## config.mk

```make
export PLATFORM = sky130hd
export DESIGN_NAME = round_counter
export DESIGN_NICKNAME = d
export VERILOG_FILES = /design/src/rtl/round_cnt_pkg.sv /design/src/rtl/round_cnt_ch.sv /design/src/rtl/round_counter.sv
export SDC_FILE = /design/constraint.sdc
export NUM_CORES = 1
export LEC_CHECK = 0
export ABC_AREA = 1
export BUFFER_PORTS_ARGS = -buffer_cell sky130_fd_sc_hd__buf_2
export CAP_MARGIN = 5
export CORE_ASPECT_RATIO = 1.5
export CORE_MARGIN = 2
export CORE_UTILIZATION = 39
export CTS_CLUSTER_SIZE = 14
export DETAILED_ROUTE_END_ITERATION = 16
export GPL_TIMING_DRIVEN = 0
export PLACE_DENSITY_LB_ADDON = 0.05
export SLEW_MARGIN = 0
export SYNTH_ARGS = -nofsm -noshare
export SYNTH_HDL_FRONTEND = slang
export SYNTH_SLANG_ARGS = --single-unit
```

## constraint.sdc

```tcl
create_clock -name clk -period 1.62 [get_ports clk]
set_input_delay 0.324 -clock clk [delete_from_list [all_inputs] [get_ports clk]]
set_output_delay 0.324 -clock clk [all_outputs]
set_load 0.01 [all_outputs]
```

## src/rtl/round_cnt_pkg.sv

```systemverilog
// ---------------------------------------------------------------------------
// round_cnt_pkg
// Shared definitions for the round_counter block: the per-channel FSM state
// type and the default parameter values used by round_counter / round_cnt_ch.
//
// Optional feature macro (used by round_cnt_ch): ROUND_SUM_SAT_EN
//   defined   -> cumulative step total saturates at all-ones
//   undefined -> cumulative step total wraps modulo 2^SUM_W
// ---------------------------------------------------------------------------
package round_cnt_pkg;

    // Per-channel session state.
    typedef enum logic [1:0] {
        IDLE  = 2'd0,
        COUNT = 2'd1,
        DONE  = 2'd2
    } round_state_e;

    // Default configuration.
    localparam int unsigned DEF_NCH       = 2;
    localparam int unsigned DEF_CNT_W     = 6;
    localparam int unsigned DEF_SUM_W     = 10;
    localparam int unsigned DEF_RND_W     = 6;
    localparam int unsigned DEF_RND_LIMIT = 4;

endpackage : round_cnt_pkg

```

## src/rtl/round_cnt_ch.sv

```systemverilog
// ---------------------------------------------------------------------------
// round_cnt_ch
// One independent counting channel. Counts steps 0..max_num per round; each
// round completion (wrap) bumps the round counter. After RND_LIMIT rounds the
// channel parks in DONE until cleared by control/judge.
//
// Ports
//   clk_i      : clock, rising edge
//   rst_i      : asynchronous active-high reset
//   control_i  : session enable; low clears everything incl. the step total
//   judge_i    : channel enable; low restarts the round (step total held)
//   max_num_i  : steps per round
//   now_num_o  : current step count within the round
//   sum_num_o  : cumulative steps taken in the session
//   flag_o     : completed rounds
//   done_o     : registered, high exactly while in DONE
//
// Macro ROUND_SUM_SAT_EN: when defined, sum_num_o saturates at all-ones;
// otherwise it wraps.
// ---------------------------------------------------------------------------
module round_cnt_ch
    import round_cnt_pkg::*;
#(
    parameter int unsigned CNT_W     = DEF_CNT_W,
    parameter int unsigned SUM_W     = DEF_SUM_W,
    parameter int unsigned RND_W     = DEF_RND_W,
    parameter int unsigned RND_LIMIT = DEF_RND_LIMIT
) (
    input  logic             clk_i,
    input  logic             rst_i,
    input  logic             control_i,
    input  logic             judge_i,
    input  logic [CNT_W-1:0] max_num_i,
    output logic [CNT_W-1:0] now_num_o,
    output logic [SUM_W-1:0] sum_num_o,
    output logic [RND_W-1:0] flag_o,
    output logic             done_o
);

    localparam logic [RND_W-1:0] LIMIT = RND_W'(RND_LIMIT);

    round_state_e     state_q, state_d;
    logic [CNT_W-1:0] now_q,   now_d;
    logic [SUM_W-1:0] sum_q,   sum_d;
    logic [RND_W-1:0] flag_q,  flag_d;
    logic             done_q,  done_d;

    logic [RND_W-1:0] flag_inc;
    logic [SUM_W-1:0] sum_inc;

    assign flag_inc = flag_q + RND_W'(1);

`ifdef ROUND_SUM_SAT_EN
    // Hold at all-ones instead of rolling over.
    assign sum_inc = (sum_q == '1) ? sum_q : sum_q + SUM_W'(1);
`else
    assign sum_inc = sum_q + SUM_W'(1);
`endif

    always_ff @(posedge clk_i or posedge rst_i) begin
        if (rst_i) begin
            state_q <= IDLE;
            now_q   <= '0;
            sum_q   <= '0;
            flag_q  <= '0;
            done_q  <= 1'b0;
        end else begin
            state_q <= state_d;
            now_q   <= now_d;
            sum_q   <= sum_d;
            flag_q  <= flag_d;
            done_q  <= done_d;
        end
    end

    always_comb begin
        state_d = state_q;
        now_d   = now_q;
        sum_d   = sum_q;
        flag_d  = flag_q;

        if (!control_i) begin
            // Session clear wins over everything else.
            state_d = IDLE;
            now_d   = '0;
            sum_d   = '0;
            flag_d  = '0;
        end else if (!judge_i) begin
            // Round restart: the session step total survives.
            state_d = IDLE;
            now_d   = '0;
            flag_d  = '0;
        end else begin
            unique case (state_q)
                IDLE: begin
                    // Arm only; first step is taken on the following edge.
                    state_d = COUNT;
                end
                COUNT: begin
                    if (now_q < max_num_i) begin
                        now_d = now_q + CNT_W'(1);
                        sum_d = sum_inc;
                    end else begin
                        // Covers max_num lowered below now_num mid-round too.
                        now_d  = '0;
                        flag_d = flag_inc;
                        if (flag_inc == LIMIT) begin
                            state_d = DONE;
                        end
                    end
                end
                DONE: begin
                    now_d  = '0;
                    flag_d = LIMIT;
                end
                default: begin
                    state_d = IDLE;
                    now_d   = '0;
                    flag_d  = '0;
                end
            endcase
        end

        // done is registered: it reflects the state being entered.
        done_d = (state_d == DONE);
    end

    assign now_num_o = now_q;
    assign sum_num_o = sum_q;
    assign flag_o    = flag_q;
    assign done_o    = done_q;

endmodule : round_cnt_ch

```

## src/rtl/round_counter.sv

```systemverilog
// ---------------------------------------------------------------------------
// round_counter
// NCH independent round counters sharing a session enable (control) and a
// steps-per-round limit (max_num). Each channel has its own enable (judge).
//
// Ports
//   clk      : clock, rising edge
//   rst      : asynchronous active-high reset
//   control  : session enable; low synchronously clears all channels
//   judge    : [NCH] per-channel enable; low restarts that channel's round
//   max_num  : [CNT_W] steps per round, shared
//   now_num  : [NCH*CNT_W] step counts, channel i at [i*CNT_W +: CNT_W]
//   sum_num  : [NCH*SUM_W] cumulative step totals, same packing
//   flag     : [NCH*RND_W] completed rounds, same packing
//   done     : [NCH] per-channel session complete (registered)
//   all_done : AND of all done bits
//
// Macro ROUND_SUM_SAT_EN: when defined, sum_num saturates per channel;
// otherwise it wraps modulo 2^SUM_W.
// ---------------------------------------------------------------------------
module round_counter
    import round_cnt_pkg::*;
#(
    parameter int unsigned NCH       = DEF_NCH,
    parameter int unsigned CNT_W     = DEF_CNT_W,
    parameter int unsigned SUM_W     = DEF_SUM_W,
    parameter int unsigned RND_W     = DEF_RND_W,
    parameter int unsigned RND_LIMIT = DEF_RND_LIMIT
) (
    input  logic                 clk,
    input  logic                 rst,
    input  logic                 control,
    input  logic [NCH-1:0]       judge,
    input  logic [CNT_W-1:0]     max_num,
    output logic [NCH*CNT_W-1:0] now_num,
    output logic [NCH*SUM_W-1:0] sum_num,
    output logic [NCH*RND_W-1:0] flag,
    output logic [NCH-1:0]       done,
    output logic                 all_done
);

    for (genvar i = 0; i < NCH; i++) begin : g_ch
        round_cnt_ch #(
            .CNT_W     (CNT_W),
            .SUM_W     (SUM_W),
            .RND_W     (RND_W),
            .RND_LIMIT (RND_LIMIT)
        ) u_ch (
            .clk_i     (clk),
            .rst_i     (rst),
            .control_i (control),
            .judge_i   (judge[i]),
            .max_num_i (max_num),
            .now_num_o (now_num[i*CNT_W +: CNT_W]),
            .sum_num_o (sum_num[i*SUM_W +: SUM_W]),
            .flag_o    (flag[i*RND_W +: RND_W]),
            .done_o    (done[i])
        );
    end

    assign all_done = &done;

endmodule : round_counter

```

==> results of run 1 <==
[stage by stage]
step / instances / TNS, ns / area [um^2] / utilization, %
6_report: 569 / -2.262 / 4232 / 55.59
5_1_grt: 569 / -7.859 / 4232 / 55.59
4_1_cts: 558 / -4.427 / 3854 / 50.62
3_5_place_dp: 536 / -8.987 / 3513 / 46.15
3_3_place_gp: 535 / -45.19 / 3493 / 45.89
2_1_floorplan: 376 / -0.3967 / 3080 / -
[final cells by class]
cell class,count,area [um^2],share of cell area [%]
multi-input combinational,265,1899,44.88
sequential,50,1254,29.63
timing repair buffer,81,520.5,12.30
inverter,60,260.3,6.150
clock buffer,7,142.6,3.371
tap,102,127.6,3.016
buffer,3,22.52,0.5322
clock inverter,1,5.005,0.1183
[critical path, stage by stage, from the launching register on]
cell and delay (ns):
dfrtp_1 0.38, ha_1 0.28, nand2_2 0.09, inv_2 0.04, a21oi_2 0.12, nand2_2 0.10, nor2_4 0.13, nand2_4 0.11
nand2_8 0.13, clkinv_8 0.09, o21a_1 0.17
[cell usage after synthesis (all sizes together)]
library cell  count
o31ai             2
inv              60
nand4             8
nor3              5
buf               3
o22ai             5
o21a              2
a21oi            11
a31oi             1
dfrtp            50
o21ai            22
nor2             37
o21bai            2
ha               24
nand2            98
nand3            23
xnor2             6
nor3b             1
a21boi            2
xor2             14
[path summary, 6_finish.rpt]
| check | startpoint | end | slack, ns | depth (start not counted) |
|---|---|---|---|---|
| max | g_ch[1].u_ch.now_num_o[4] | g_ch[1].u_ch.flag_o[0] | -0.13 | 10 |
| min | rst | g_ch[0].u_ch.now_num_o[5] | 0.02 | 2 |
| max reg2reg | g_ch[1].u_ch.now_num_o[4] | g_ch[1].u_ch.flag_o[0] | -0.13 | 10 |
| min reg2reg | g_ch[1].u_ch.flag_o[1] | g_ch[1].u_ch.flag_o[1] | 0.53 | 2 |
| max in group asynchronous | rst | g_ch[0].u_ch.now_num_o[2] | 1.07 | 3 |
| min in group clk | judge[0] | g_ch[0].u_ch.flag_o[4] | 0.33 | 3 |
[flip-flops by register name, summed over array words and instances (netlist names)]
name                 cells
g_ch.u_ch.flag_o        12
g_ch.u_ch.done_o         2
g_ch.u_ch.sum_num_o     20
g_ch.u_ch.now_num_o     12
g_ch.u_ch.state_q        4
[cell families (layout without fill, tap and decap cells)]
family,count (synthesis),after routing,synth area share [%]
buffers and inverters,63,152,8.225
adders and majority gates,24,24,9.772
DFF,50,50,40.72
xor gates and xnor gates,20,20,5.700
and+or+nand+nor,172,174,26.43
AOI/OAI and AO/OA,47,47,9.162
[routing by layer]
layer / vias up / part of all wire (%)
met5: - / 0
met4: 0 / 1.3
met3: 7 / 3.4
met2: 36 / 55
met1: 1293 / 41
li1: 1382 / -
[power groups by stage]
stage	Clock, mW	Combinational (mW)	Sequential [mW]
global placement	0	0.198	1.29
finish	1.08	0.289	1.27
detailed placement	0	0.207	1.29
global route	1.16	0.322	1.27
CTS	1.11	0.233	1.27
floorplan	0	0.137	1.30
[repair_timing]
action                                  4_1_cts  5_1_grt
gates cloned                                  1        1
pin swaps                                    14       22
endpoints found under the hold margin         0        0
endpoints found under the setup margin       46       50
gates resized for setup                      16       85
buffers inserted                             13       10
==> qor.yml, run 1 <==
worst_slack_ns: -0.1314
grt_pass1_vias: 2581
synth_area_per_cell_um2: 8.173
end_kind: "flip-flop"
max_cap_violations: 0
nFillCells: 743
grtUsageTotal_pct: 17.04
seq_area_frac_synth_pct: 40.72
htreeDepth: 2
grt_pass1_wl_um: 11830
diodes: 0
cts_hold_buf: 0
critPathRequiredTime_ns: 1.80
synth.area.top_cells: "dfrtp_1 41%, nand2_1 11%, ha_1 9.8%, inv_1 6.4%, nor2_1 4.0%"
arrival_ns: 1.93
fin_crit_sh_pct: 108.1
skew_ns: 0.003449
p_seq_share_pct: 48.2
grt.overflow.total: 0
via_count: 2718
syn_nets: 411
yosysWarnings: 0
dp_hpwl_um: 5220
top_usage_layer: "met2"
min_period_ns: 1.751
cts.sinks: 50
outcome: "complete, but fails checks"
clock_latency_ns: 0.29
drc: 0
pin_count: 58
finalMaxSlewViolations: 0
cts_buffers: 5
critPathKind: "reg -> reg"
power.density_mw_per_mm2: 622.9
num_rows: 39
gr-usage-met1_pct: 19.00
antenna_found_initial: 0
netlist_instances: 376
io_buffer_count: 57
p_int_mw: 1.976
clock-root-buffer: "clkbuf_16"
violations: "setup timing"
pre_cts_ws_ns: -0.2987
drive_above_1_share_pct: 40.47
area_growth_pct: 37.70
core-area_mm2: 0.007612
initial_core_util_pct: 40.37
die_h_um: 112.7
ir_worst_vdd_mv: 0.5508
cts.clk_slew.worst_paths_ns: 0.07
rsz0062_at_grt: "yes"
synth_top_area_share_pct: 40.72
wl_per_cell_um: 12.61
design.die.area_mm2: 0.008620
pwr-share-clk_pct: 40.8
relSlewSlack_pct: 73.42
wl_um: 7177
setup_viol: 39
critPathLaunchType: "flip-flop"
synth_seq_cells: 50
hold_class: "in -> async"
met2_usage_pct: 32.15
die_x_um: 76.48
drtIter0Drc: 114
via_per_inst: 4.777
critPathMaxFanout: 8
synth_cell_type_count: 34
switching_power_uw: 660.4
combinationalPowerShare_pct: 11.0
yosys.area.top_type: "dfrtp_1"
leakage_nw: 2.094
mostFrequentLayoutCells: "76 x nand2_1, 57 x buf_2, 48 x dfrtp_1, 43 x inv_1, 24 x nor2_1"
ant_nets: 0
fmax_mhz: 571.0
dr.pass1.iters: 4
grt_start_max_net_pins: 36
use_met3_pct: 3.509
finalNetCount: 501
hold_viol: 0
synth_area_mm2: 0.003073
worstMarginPinSlew_ns: 0.3982
gp_congestion: 0.7967
final_common_cell: "nand2_1"
total_power_mw: 2.636
switching_share_pct: 25.05
cts_tree: "built"
hold_slack_ns: 0.01550
cts_buffer_depth: 2
No activity file was read; power rests on OpenSTA's default activity.
==> run 2, diff against run 1 <==
--- a/config.mk
+++ b/config.mk
@@ -11,6 +11,7 @@
 export CORE_ASPECT_RATIO = 1.5
 export CORE_MARGIN = 2
 export CORE_UTILIZATION = 39
+export CTS_BUF_LIST = sky130_fd_sc_hd__clkbuf_2
 export CTS_CLUSTER_SIZE = 14
 export DETAILED_ROUTE_END_ITERATION = 16
 export GPL_TIMING_DRIVEN = 0
==> run 2 against run 1 <==
Net effect:
- core utilization is 0.46 points higher
- the flow still finishes with violations (setup timing)
- global-route usage hardly changed
- fmax is 1.2% lower
- register-to-register slack worse by 0.02 ns
- final cell count is 1.2% higher
- design area is 0.83% higher
- hold slack better by 0.11 ns
- clock power is 51% lower
- first-iteration DRC count is 21% lower
==> qor.yml, run 2 (same netlist as run 1, synthesis figures left out) <==
clock-root-buffer: "clkbuf_2"
cts.clk_slew.worst_paths_ns: 0.27
clock_latency_ns: 0.45
finalNetCount: 508
core-area_mm2: 0.007612
ir_worst_vdd_mv: 0.4501
critPathRequiredTime_ns: 2.01
ant_nets: 0
drc: 0
worstMarginPinSlew_ns: 0.3917
die_x_um: 76.48
cts.sinks: 50
wl_per_cell_um: 12.67
end_kind: "flip-flop"
worst_slack_ns: -0.1528
setup_viol: 45
antenna_found_initial: 0
cts_tree: "built"
setup-tns-final_ns: -3.218
rrSetupSlack_ns: -0.15
fmax_mhz: 564.1
grt_pass1_wl_um: 11890
p_seq_share_pct: 60.7
htreeDepth: 2
grtUsageTotal_pct: 17.07
pwr-share-clk_pct: 25.2
outcome: "complete, but fails checks"
max_cap_violations: 0
critPathLaunchType: "flip-flop"
wl_um: 7297
fin_crit_sh_pct: 109.4
pin_count: 58
grt_pass1_vias: 2622
io_buffer_count: 57
num_rows: 39
initial_core_util_pct: 40.37
total_power_mw: 2.098
mostFrequentLayoutCells: "69 x nand2_1, 54 x buf_2, 46 x dfrtp_1, 44 x inv_1"
drive_above_1_share_pct: 43.04
r2r-end: "g_ch[0].u_ch.flag_o[0]"
final_common_cell: "nand2_1"
hold_viol: 0
startpoint: "g_ch[0].u_ch.now_num_o[4]"
grt.overflow.total: 0
switching_share_pct: 29.72
ff2ff_path_depth: 11
combinationalPowerShare_pct: 14.1
design.die.area_mm2: 0.008620
endpoint: "g_ch[0].u_ch.flag_o[0]"
hold_slack_ns: 0.1241
dp_hpwl_um: 5220
area_growth_pct: 38.84
hold_class: "in -> reg"
largest_register_ffs: 20
cts_buffers: 5
nFillCells: 747
r2r-start: "g_ch[0].u_ch.now_num_o[4]"
rsz0062_at_grt: "yes"
gp_congestion: 0.7967
violations: "setup timing"
die_h_um: 112.7
holdPathStages: 3
power.density_mw_per_mm2: 491.8
skew_ns: 0.01341
arrival_ns: 2.16
critPathKind: "reg -> reg"
switching_power_uw: 623.6
relSlewSlack_pct: 73.85
cts_buffer_depth: 2
drtIter0Drc: 90
critPathMaxFanout: 7
finalMaxSlewViolations: 0
via_per_inst: 4.752
grt_start_max_net_pins: 36
leakage_nw: 2.095
p_int_mw: 1.475
min_period_ns: 1.773
hold_start: "judge[0]"
dr.pass1.iters: 4
via_count: 2737
diodes: 0
-- run 2: cell count changes in the layout (fill, tap and decap cells not counted), sizes merged --
cell	previous run	this run
clkinv	2	3
clkbuf	7	6
buf	84	90
dlygate4sd3	0	1
-- run 2: power groups by stage --
stage | Sequential (mW) | Combinational [mW] | Clock, mW
finish | 1.27 | 0.296 | 0.528
CTS | 1.27 | 0.232 | 0.562
floorplan | 1.30 | 0.137 | 0
global placement | 1.29 | 0.198 | 0
global route | 1.28 | 0.330 | 0.596
detailed placement | 1.29 | 0.207 | 0
-- run 2: timing repair --
item	4_1_cts	5_1_grt
endpoints found under the setup margin	47	52
buffers inserted	15	14
cloned	1	1
endpoints found under the hold margin	15	0
pin swaps	17	25
hold buffers	1	0
gates resized for setup	24	104
-- run 2: area by class of cell --
cell class / count / area, um^2 / area share (%)
well taps: 102 / 127.6 / 2.991
plain buffers: 3 / 22.52 / 0.5279
inverters: 60 / 262.8 / 6.158
repair buffers: 88 / 615.6 / 14.43
multi-input cells: 265 / 1943 / 45.54
flip-flops and latches: 50 / 1256 / 29.44
clock buffers: 6 / 30.03 / 0.7038
clock inverters: 2 / 8.758 / 0.2053
-- run 2: metrics by stage --
stage	utilization (%)	cell area, um^2	instances	worst slack (ns)
floorplan	-	3080	376	-0.06566
global placement	45.89	3493	535	-0.7313
detailed placement	46.15	3513	536	-0.2987
CTS	49.34	3756	561	-0.1904
global route	56.05	4267	576	-0.2724
finish	56.05	4267	576	-0.1528
-- run 2: how the worst min path moves through the flow --
stage / endpoint
floorplan: g_ch[0].u_ch.flag_o[4]
global placement: g_ch[0].u_ch.flag_o[5]
detailed placement: g_ch[1].u_ch.flag_o[5]
CTS: g_ch[0].u_ch.flag_o[4]
global route: g_ch[0].u_ch.flag_o[4]
finish: g_ch[0].u_ch.flag_o[4]
-- run 2: worst max-delay path, cell delays in order, from the launching register on --
cell and delay (ns):
dfrtp_1 0.46, ha_1 0.29, nand2_2 0.09, inv_2 0.04
a21oi_2 0.12, nand2_2 0.10, nor2_4 0.17, nand2_4 0.14
nand2_8 0.13, inv_8 0.05, nand3_2 0.06, o21ai_2 0.05
-- run 2: routing by layer --
| layer | share of wire (%) | GRT usage, % | vias up |
|---|---|---|---|
| li1 | - | - | 1391 |
| met1 | 40 | 18.74 | 1307 |
| met2 | 55 | 32.57 | 34 |
| met3 | 3.4 | 3.509 | 5 |
| met4 | 1.3 | 5.455 | 0 |
| met5 | 0 | 0 | - |
